File: config.mk
export PLATFORM = sky130hd
export DESIGN_NAME = eth_10g_tx_st_pkt_arbiter
export DESIGN_NICKNAME = d
export VERILOG_FILES = /design/src/rtl/eth_10g_tx_st_pkt_arbiter.sv
export SDC_FILE = /design/constraint.sdc
export NUM_CORES = 1
export LEC_CHECK = 0
export BUFFER_PORTS_ARGS = -buffer_cell sky130_fd_sc_hd__buf_2
export CORE_AREA = 2 2 103 105
export DETAILED_ROUTE_END_ITERATION = 10
export DIE_AREA = 0 0 105 107
export PLACE_DENSITY_LB_ADDON = 0.15
export REMOVE_ABC_BUFFERS = 1
export SETUP_SLACK_MARGIN = 0.02
export SLEW_MARGIN = 30
export SYNTH_ARGS = -nofsm -noshare
export SYNTH_HDL_FRONTEND = slang
export SYNTH_SLANG_ARGS = --single-unit
File: constraint.sdc
create_clock -name clk -period 1.9 [get_ports clk]
set_input_delay 0.095 -clock clk [delete_from_list [all_inputs] [get_ports clk]]
set_output_delay 0.095 -clock clk [all_outputs]
set_load 0.02 [all_outputs]
File: src/rtl/eth_10g_tx_st_pkt_arbiter.sv
// Packet-level round-robin arbiter merging two Avalon-ST TX sources onto the 10G MAC TX stream.
// Optional inter-packet gap state enabled by defining ETH_TX_ARB_IPG_EN.
module eth_10g_tx_st_pkt_arbiter #(
    parameter int DATA_W     = 64,
    parameter int EMPTY_W    = 3,
    parameter int CNT_W      = 16,
    parameter int IPG_CYCLES = 3
) (
    input  logic               clk,
    input  logic               reset_n,
    input  logic [DATA_W-1:0]  in0_data,
    input  logic               in0_valid,
    input  logic               in0_sop,
    input  logic               in0_eop,
    input  logic [EMPTY_W-1:0] in0_empty,
    input  logic               in0_error,
    output logic               in0_ready,
    input  logic [DATA_W-1:0]  in1_data,
    input  logic               in1_valid,
    input  logic               in1_sop,
    input  logic               in1_eop,
    input  logic [EMPTY_W-1:0] in1_empty,
    input  logic               in1_error,
    output logic               in1_ready,
    output logic [DATA_W-1:0]  out_data,
    output logic               out_valid,
    output logic               out_sop,
    output logic               out_eop,
    output logic [EMPTY_W-1:0] out_empty,
    output logic               out_error,
    input  logic               out_ready,
    output logic [CNT_W-1:0]   pkt_cnt0,
    output logic [CNT_W-1:0]   pkt_cnt1,
    output logic [CNT_W-1:0]   proto_err_cnt
);
    typedef enum logic [1:0] {IDLE, ACTIVE, IPG} state_e;

    state_e             state_q, state_d;
    logic               grant_q, grant_d;
    logic               last_grant_q, last_grant_d;
    logic [CNT_W-1:0]   pkt_cnt0_q, pkt_cnt0_d;
    logic [CNT_W-1:0]   pkt_cnt1_q, pkt_cnt1_d;
    logic [CNT_W-1:0]   perr_q, perr_d;
    logic [1:0]         valid_v, sop_v, eop_v, cand, stray, rdy;
    logic [1:0]         drops;
    logic [CNT_W:0]     perr_sum;
    logic               out_vld;

`ifdef ETH_TX_ARB_IPG_EN
    // A zero gap request still spends one cycle in IPG.
    localparam int IPG_EFF = (IPG_CYCLES < 1) ? 1 : IPG_CYCLES;
    localparam int IPG_W   = $clog2(IPG_EFF + 1);
    logic [IPG_W-1:0]   ipg_cnt_q, ipg_cnt_d;
`else
    localparam int IPG_UNUSED = IPG_CYCLES;
`endif

    assign valid_v  = {in1_valid, in0_valid};
    assign sop_v    = {in1_sop, in0_sop};
    assign eop_v    = {in1_eop, in0_eop};
    assign cand     = valid_v & sop_v;
    assign stray    = valid_v & ~sop_v;
    assign drops    = {1'b0, stray[0]} + {1'b0, stray[1]};
    assign perr_sum = {1'b0, perr_q} + (CNT_W+1)'(drops);

    always_comb begin
        state_d      = state_q;
        grant_d      = grant_q;
        last_grant_d = last_grant_q;
        pkt_cnt0_d   = pkt_cnt0_q;
        pkt_cnt1_d   = pkt_cnt1_q;
        perr_d       = perr_q;
        rdy          = 2'b00;
        out_vld      = 1'b0;
`ifdef ETH_TX_ARB_IPG_EN
        ipg_cnt_d    = ipg_cnt_q;
`endif
        unique case (state_q)
            IDLE: begin
                rdy    = stray;
                perr_d = perr_sum[CNT_W] ? {CNT_W{1'b1}} : perr_sum[CNT_W-1:0];
                if (|cand) begin
                    state_d = ACTIVE;
                    grant_d = (&cand) ? ~last_grant_q : cand[1];
                end
            end
            ACTIVE: begin
                out_vld      = valid_v[grant_q];
                rdy[grant_q] = out_ready;
                if (valid_v[grant_q] && out_ready && eop_v[grant_q]) begin
                    if (grant_q) pkt_cnt1_d = pkt_cnt1_q + 1'b1;
                    else         pkt_cnt0_d = pkt_cnt0_q + 1'b1;
                    last_grant_d = grant_q;
`ifdef ETH_TX_ARB_IPG_EN
                    state_d   = IPG;
                    ipg_cnt_d = IPG_W'(IPG_EFF - 1);
`else
                    state_d   = IDLE;
`endif
                end
            end
            IPG: begin
`ifdef ETH_TX_ARB_IPG_EN
                if (ipg_cnt_q == '0) state_d = IDLE;
                else                 ipg_cnt_d = ipg_cnt_q - 1'b1;
`else
                state_d = IDLE;
`endif
            end
            default: state_d = IDLE;
        endcase
    end

    always_ff @(posedge clk or negedge reset_n) begin
        if (!reset_n) begin
            state_q      <= IDLE;
            grant_q      <= 1'b0;
            last_grant_q <= 1'b1;
            pkt_cnt0_q   <= '0;
            pkt_cnt1_q   <= '0;
            perr_q       <= '0;
`ifdef ETH_TX_ARB_IPG_EN
            ipg_cnt_q    <= '0;
`endif
        end else begin
            state_q      <= state_d;
            grant_q      <= grant_d;
            last_grant_q <= last_grant_d;
            pkt_cnt0_q   <= pkt_cnt0_d;
            pkt_cnt1_q   <= pkt_cnt1_d;
            perr_q       <= perr_d;
`ifdef ETH_TX_ARB_IPG_EN
            ipg_cnt_q    <= ipg_cnt_d;
`endif
        end
    end

    // Readies are forced low while reset is held, even for stray beats seen in IDLE.
    assign in0_ready     = rdy[0] & reset_n;
    assign in1_ready     = rdy[1] & reset_n;
    assign out_valid     = out_vld;
    assign out_data      = grant_q ? in1_data  : in0_data;
    assign out_sop       = grant_q ? in1_sop   : in0_sop;
    assign out_eop       = grant_q ? in1_eop   : in0_eop;
    assign out_empty     = grant_q ? in1_empty : in0_empty;
    assign out_error     = grant_q ? in1_error : in0_error;
    assign pkt_cnt0      = pkt_cnt0_q;
    assign pkt_cnt1      = pkt_cnt1_q;
    assign proto_err_cnt = perr_q;
endmodule

# Word level (Yosys, flattened, before mapping)
# Cells that the tools add are included.
# word_totals
output_inout_bits	121
register_bits	52
# op_classes
n_addsub	4
eq_ne	3
magnitude_cmp	2
n_bitwise	8
muxes	17
reduce_logical	11
# ops
operator	count
$mux W64	1
$add A16 B1 Y16 const B	2
$add A16 B2 Y17	1
$mux W16	1
$mux W1	9
$pmux W2 S2	2
$reduce_and A2 Y1	4
$and A2 B2 Y2	3
$reduce_and A3 Y1	2
$mux W2	2
$ne A2 B2 Y1 const B	2
$logic_and A1 B1 Y1	3
$mux W3	1
$add A1 B1 Y2	1
$and A1 B1 Y1	2
$eq A2 B1 Y1 const B	1
$logic_not A2 Y1	1
$lt A1 B2 Y1 const B	1
$not A1 Y1	2
$not A2 Y2	1
$reduce_or A2 Y1	1
$demux W1 S1	1
$ge A1 B1 Y1 const B	1

# Longest topological paths before layout
# Gate-level depths: netlist (run 1).
# depth
depth_word	7
ltp_mapped	8

# Least setup slack after synthesis (run 1)
# OpenSTA, ideal clock, no wires.
# synth_timing
path_type	reg-to-reg
start	register perr_q[0], in the netlist proto_err_cnt[0]
end	register perr_q[11], in the netlist proto_err_cnt[11]
path_buffers	1
setup_ns	0.065
synth_period_minus_slack_ns	1.907
t_required_ns	1.835
stages_incl_launch_ff	8
path_slack_ns	-0.007
t_arrival_ns	1.842
path_cell_list	dfrtp_1 > fa_1 > ha_1 > nand4_1 > or4_1 > buf_2 > nand3_1 > o21a_1
# synth_between
elab_chain_len	2
# synth_rtl
item	line	source
from (decl)	43	logic [CNT_W-1:0] perr_q, perr_d;
from (signal assigned)	131	perr_q <= perr_d;
$add A16 B2 Y17	64	assign perr_sum = {1'b0, perr_q} + (CNT_W+1)'(drops);
$mux W16	81	perr_d = perr_sum[CNT_W] ? {CNT_W{1'b1}} : perr_sum[CNT_W-1:0];
# No other way between the ends.
# A chain may end at the register's enable or synchronous reset.

# Worst setup path after layout (run 1)
# layout_timing
start	register perr_q[0], in the netlist proto_err_cnt[0]
end	register perr_q[14], in the netlist proto_err_cnt[14]
# Same word-level chain as after synthesis.

==> impl_results.md, run 1 <==
- Worst Path Max Fanout: 4
- Die Ht: 107 um
- Lkg Pwr: 2.68 nW
- Pwr Density: 1060 nW/um^2
- Worst path required time: 2.13 ns
- Pre-Repair DR Iteration Count: 4
- Chip Width: 105 um
- Die ar.: 11200 um^2
- Detailed Route Iter0 Violations: 118
- Critical path cell sequence: fa_2 -> ha_2 -> buf_4 -> nand3b_1 -> nor3_2 -> and3_1 -> a31oi_1
- Syn Area/Cell: 10.6 um^2
- Slew @ Worst Pin: 0.503 ns
- Grt ovf: 0
- FP Rows: 37
- Synth Warn #: 0
- Fin Clk Skew: 0.0106 ns
- Placed cell areas: 4900 um^2
- Yosys reg bits: 51
- TritonCTS buffer count: 5
- Final nets: 743
- # Max-Cap Violations: 0
- Synth Instances: 314
- HP Class: in -> reg
- Crit. End Element: flip-flop
- Top-Level Pins: 266
- Sequential fraction of the synthesis area: 38.3%
- Most frequent cells in the layout: 265 x buf_2, 73 x mux2_2, 49 x dfrtp_1
- Drt drc: 0
- First-pass GRT wire length: 19400 um
- Core Area: 10100 um^2
- PortBufs: 265
- Total chip power: 0.00540 W
- Final Hold Fails: 0
- Longest Clk Path Bufs: 2
- Yosys cell types: 38
- Ys flop type: dfrtp_1
- RSZ-0062 raised after global routing: yes
- Post-DP HPWL: 11000 um
- Gpl congestion: 0.866
- Total global-route track usage: 22.7%
- Slowest Stage Delay on Critical Path: 0.41 ns
- Clock sinks: 51
- Largest net degree at the start of global routing: 37
- Async S/R FF share, synth: 100%
- Sequential cell area: 1280 um^2
- Area growth syn-to-layout: 53.1%
- CP Launch Type: flip-flop
- # fillers: 994
- Detailed-route wire length per cell: 17.8 um
- Post-DR vias/cell: 4.89
- Design area: 5100 um^2
- Multi-input gate area: 2000 um^2
- CP Data Arrival Time: 2.04 ns
- Critical path's slowest cell: dfrtp_1
- Leading cell type in the layout, fill and taps excluded: buf_2
- Clock period minus worst slack: 1.81 ns
- CTS H-Tree Depth: 2
- Root Buffer: clkbuf_8
- Reg clk slew, reported paths: 0.10 ns
- Vias in the first global route: 3392
- Synthesized cell area: 3330 um^2
- Post-synth EDFFs: 0
- Share of cells above drive strength 1: 64.4%
- Normalized max-slew margin: 66.2%
- CTS tree: built
- Post-route ant nets: 0
- Total wire length: 13000 um
- Max Slew Vio Count: 0
- Max IR drop VDD: 0.596 mV
- Vias: 3582
- Clock latency on the worst-skew pair: 0.31 ns
- Peak Freq: 554 MHz
- Antenna violations before repair: 2
- Critical path type: reg -> reg
- Post-route clock period utilization: 95.1%
- Setup-failing EPs final: 0
- Status: finished, final reports clean
- Initial Util: 33.0%
cell usage after synthesis, types with 2 or more instances:
cell type	n	area [um^2]
nand2b_1	2	12.5
nor2_1	18	67.6
a31oi_1	7	43.8
nor2b_1	5	31.3
and4_1	2	17.5
xnor2_1	23	201
xor2_1	9	78.8
nand3_1	14	70.1
nor4_2	6	75.1
a21o_1	2	15.0
dfrtp_1	50	1250
nor4_1	3	18.8
o31a_1	3	26.3
nor3_1	6	30.0
mux2_2	73	822
nand4_1	17	106
o21a_1	2	15.0
a21oi_1	6	30.0
ha_1	3	37.5
and3_1	9	56.3
nand3b_1	3	22.5
inv_1	8	30.0
buf_2	10	50.1
o21ai_1	2	10.0
nand2_1	18	67.6
cell type report:
type                       instances  area share (%)
inverter                           8           0.588
clock buffer                       5            1.35
antenna                            1          0.0490
clock inverter                     3           0.564
tap                              136            3.33
multi-input combinational        243            39.2
sequential                        51            25.0
timing repair buffer             285            29.9
metrics by stage:
step	setup slack [ns]	TNS (ns)	hold WS, ns	util, %	cells
4_1_cts	0.0352	0	0.146	50.1	730
3_5_place_dp	-0.0891	-0.418	0.105	48.5	719
6_report	0.0934	0	0.149	50.6	732
5_1_grt	-0.0302	-0.0302	0.187	50.6	731
2_1_floorplan	-1.18	-65.43	-0.201	-	302
3_3_place_gp	-0.0471	-0.142	0.104	48.5	719
registers in the layout (all words and copies together), names as in the netlist:
signal / count
grant_q: 1
last_grant_q: 1
pkt_cnt0: 16
pkt_cnt1: 16
proto_err_cnt: 16
state_q: 1
final timing paths:
check,slack (ns),start,end,cells after the start
max,0.09,proto_err_cnt[0],proto_err_cnt[14],7
min,0.15,in0_sop,grant_q,3
max reg2reg,0.09,proto_err_cnt[0],proto_err_cnt[14],7
min reg2reg,0.48,pkt_cnt1[15],pkt_cnt1[15],1
max in group asynchronous,1.17,reset_n,last_grant_q,3
min in group asynchronous,0.29,reset_n,proto_err_cnt[15],3
worst max-delay path, delay by kind of cell (launching register included):
kind / cells / cell delay (ns)
AO/OA/AOI/OAI: 1 / 0.17
flip-flops: 1 / 0.41
buffers and inverters: 1 / 0.14
adder cells (fa/ha/maj): 2 / 0.59
AND/OR/NAND/NOR: 3 / 0.43
metal layers:
metal	share of wire [%]	track usage, %	wire length [um]
met1	40	27.3	5220
met2	49	38.9	6400
met3	9.3	8.45	1210
met4	1.4	4.76	179
met5	0.18	0	23
power breakdown:
group / internal (W) / switching [W]
combinational: 0.00143 / 0.00180
clock: 0.000274 / 0.000395
sequential: 0.00124 / 0.000251
repair_timing:
action,in CTS,in global routing
gates resized for setup,2,7
endpoints found under the setup margin,2,14
pin swaps,0,1
gates cloned,1,0
hold buffers,1,0
hold endpoints to repair,50,0
buffers inserted,1,1
cell families after synthesis:
kind of cell | Yosys count | share of synthesized area, %
simple gates | 110 | 19.4
mux | 74 | 25.0
flops | 51 | 38.3
xor+xnor | 32 | 8.41
compound gates | 23 | 4.35
buf+inv | 20 | 2.85
fa+ha+maj | 4 | 1.73
No activity file was read; power rests on OpenSTA's default activity.
==> inputs of run 2 (changes only) <==
- PLACE_DENSITY_LB_ADDON: 0.15 -> 0.25
==> run 2 against run 1 <==
Against the previous run: clock skew increased by 0.0041 ns; hold slack improved by 0.017 ns; core utilization decreased by 0.72 points; sequential cell count unchanged; worst setup slack got worse by 0.043 ns; global-route usage decreased by 1.2 points; sequential power about the same; fmax decreased by 2.3%; cell count decreased by 0.68%; count of clock-buffer cells in the layout increased by 1; routed wire length decreased by 2.2%; first-iteration DRC count increased by 54%; critical path type unchanged; critical endpoint unchanged.
==> impl_results.md, run 2 (synthesis gave the netlist of run 1 again) <==
- Status: finished, final reports clean
- Final nets: 736 (-0.94%)
- Gpl congestion: 0.851 (-1.8%)
- Crit. End Element: flip-flop
- Normalized max-slew margin: 57.5% (-8.6 points)
- Setup-failing EPs final: 0 (unchanged)
- # Max-Cap Violations: 0 (unchanged)
- Most frequent cells in the layout: 265 x buf_2, 73 x mux2_2, 49 x dfrtp_1
- Hold WS: 0.166 ns (+0.0172 ns)
- Reg2Reg Setup Slack: 0.05 ns (-0.04 ns)
- Detailed-route wire length per cell: 17.5 um (-1.6%)
- Share of cells above drive strength 1: 63.8% (-0.59 points)
- Die ar.: 11200 um^2 (unchanged)
- Max Slew Vio Count: 0 (unchanged)
- Clock latency on the worst-skew pair: 0.31 ns (about the same)
- PortBufs: 265 (unchanged)
- Detailed Route Iter0 Violations: 182 (+54%)
- Worst Path Max Fanout: 4 (unchanged)
- TritonCTS buffer count: 5 (unchanged)
- R2R cell count: 7 (unchanged)
- Placed cell areas: 4850 um^2 (-1.0%)
- Switching power: 0.00237 W (-3.3%)
- Largest net degree at the start of global routing: 52 (+41%)
- Total wire length: 12700 um (-2.2%)
- Antenna violations before repair: 6 (+4)
- Critical path's slowest cell: dfrtp_1
- Hold Path Stages: 3 (unchanged)
- Cell-internal power: 0.00299 W (+1.3%)
- Final Hold Fails: 0 (unchanged)
- Root Buffer: clkbuf_8
- Pwr Density: 1060 nW/um^2 (+0.64%)
- # fillers: 1001 (+0.70%)
- Final std cells w/o fill: 727 (-0.68%)
- CTS tree: built
- FP Rows: 37 (unchanged)
- Fin Clk Skew: 0.0147 ns (+0.00408 ns)
- Total global-route track usage: 21.5% (-1.2 points)
- Comb pwr share: 57.0% (-2.9 points)
- Area growth syn-to-layout: 50.9%
- HP Class: in -> reg
- Peak Freq: 541 MHz (-2.3%)
- Vias in the first global route: 3395 (+0.088%)
- Post-route ant nets: 0 (unchanged)
- Total negative slack: 0 ns (unchanged)
- Post-DR vias/cell: 4.87 (-0.49%)
- Post-route clock period utilization: 97.3% (+2.2 points)
- Critical path type: reg -> reg
- RSZ-0062 raised after global routing: yes
- Slowest Stage Delay on Critical Path: 0.41 ns (about the same)
- Leading cell type in the layout, fill and taps excluded: buf_2
- Final core occ: 49.9% (-0.72 points)
- Drt drc: 0 (unchanged)
- Clock sinks: 51 (unchanged)
- Grt ovf: 0 (unchanged)
- Die Ht: 107 um (unchanged)
- Max IR drop VDD: 0.573 mV (-4.0%)
- Top-Level Pins: 266 (unchanged)
- Design area: 5030 um^2 (-1.4%)
- Post-DP HPWL: 10800 um (-1.0%)
- Chip Width: 105 um (unchanged)
- Switching Fraction: 44.2% (-1.2 points)
- Core Area: 10100 um^2 (unchanged)
- First-pass GRT wire length: 18600 um (-4.2%)
- Slew @ Worst Pin: 0.637 ns (+0.134 ns)
- Initial Util: 33.0% (unchanged)
- Sequential power share: 27.8% (about the same)
- CTS H-Tree Depth: 2 (unchanged)
- Pre-Repair DR Iteration Count: 4 (unchanged)
- Lkg Pwr: 2.63 nW (-2.1%)
- Clock period minus worst slack: 1.85 ns (+0.0426 ns)
- Vias: 3540 (-1.2%)
- Clock power share: 15.1% (+2.7 points)
- CP Data Arrival Time: 2.07 ns (+0.03 ns)
- Critical path cell sequence: fa_2 -> ha_2 -> buf_4 -> nand3b_1 -> nor3_4 -> and3_1 -> a31oi_1
- Worst path required time: 2.12 ns (about the same)
- Longest Clk Path Bufs: 2 (unchanged)
- Reg clk slew, reported paths: 0.10 ns (about the same)
- # placed instances: 714 (-0.70%)
- CP Launch Type: flip-flop
==> run 2: cell types whose count changed in the layout (fill, tap and decap cells not counted), sizes merged <==
cell,delta
buf,-6
bufinv,+1
diode,+2
clkbuf,+1
clkinv,-2
bufbuf,-1
==> run 2: layer usage <==
layer / up-vias / GRT usage (%) / routed length, um
met3: 14 / 7.23 / 1140
met2: 138 / 36.1 / 6300
met4: 6 / 4.57 / 178
li1: 1694 / - / -
met1: 1688 / 26.8 / 5070
met5: - / 0 / 49
==> run 2: per-stage QoR <==
| stage | power (W) | worst slack [ns] |
|---|---|---|
| 6_report | 0.00536 | 0.0508 |
| 5_1_grt | 0.00563 | -0.0257 |
| 4_1_cts | 0.00539 | 0.0137 |
| 3_5_place_dp | 0.00454 | -0.0523 |
| 3_3_place_gp | 0.00451 | -0.00700 |
| 2_1_floorplan | 0.00346 | -1.18 |
==> run 2: timing repair <==
action	CTS	global route
hold buffers	1	0
resized for setup	3	6
hold endpoints to repair	50	0
endpoints found under the setup margin	3	49
buffers inserted	1	0
pin swaps	0	2
==> run 2: path summary, 6_finish.rpt <==
path                                           to              from
worst max-delay path            proto_err_cnt[14]  proto_err_cnt[0]
worst min-delay path                      grant_q           in0_sop
worst max register to register  proto_err_cnt[14]  proto_err_cnt[0]
worst min register to register       pkt_cnt1[15]      pkt_cnt1[15]
max in group asynchronous                 grant_q           reset_n
min in group asynchronous        proto_err_cnt[8]           reset_n
==> run 2: cell type report <==
type	instances	area, um^2	area share (%)
Multi-Input combinational cell	243	1990	39.5
Timing Repair Buffer	278	1440	28.6
Sequential cell	51	1280	25.4
Tap cell	136	170	3.38
Clock buffer	6	82.6	1.64
Clock inverter	2	38.8	0.771
Inverter	8	30.0	0.597
Antenna cell	3	7.51	0.149
==> run 2: power by group through the flow <==
stage / clock [W] / combinational, W / sequential, W
floorplan: 0 / 0.00165 / 0.00181
CTS: 0.000825 / 0.00307 / 0.00149
global placement: 0 / 0.00301 / 0.00150
detailed placement: 0 / 0.00303 / 0.00151
finish: 0.000811 / 0.00306 / 0.00149
global route: 0.000868 / 0.00323 / 0.00153
==> run 2: critical path: cells and delay by family (launching register included) <==
family | cells | cell delay [ns]
adder cells (fa/ha/maj) | 2 | 0.54
AO/OA/AOI/OAI | 1 | 0.17
flip-flops | 1 | 0.41
buffers and inverters | 1 | 0.14
AND/OR/NAND/NOR | 3 | 0.50
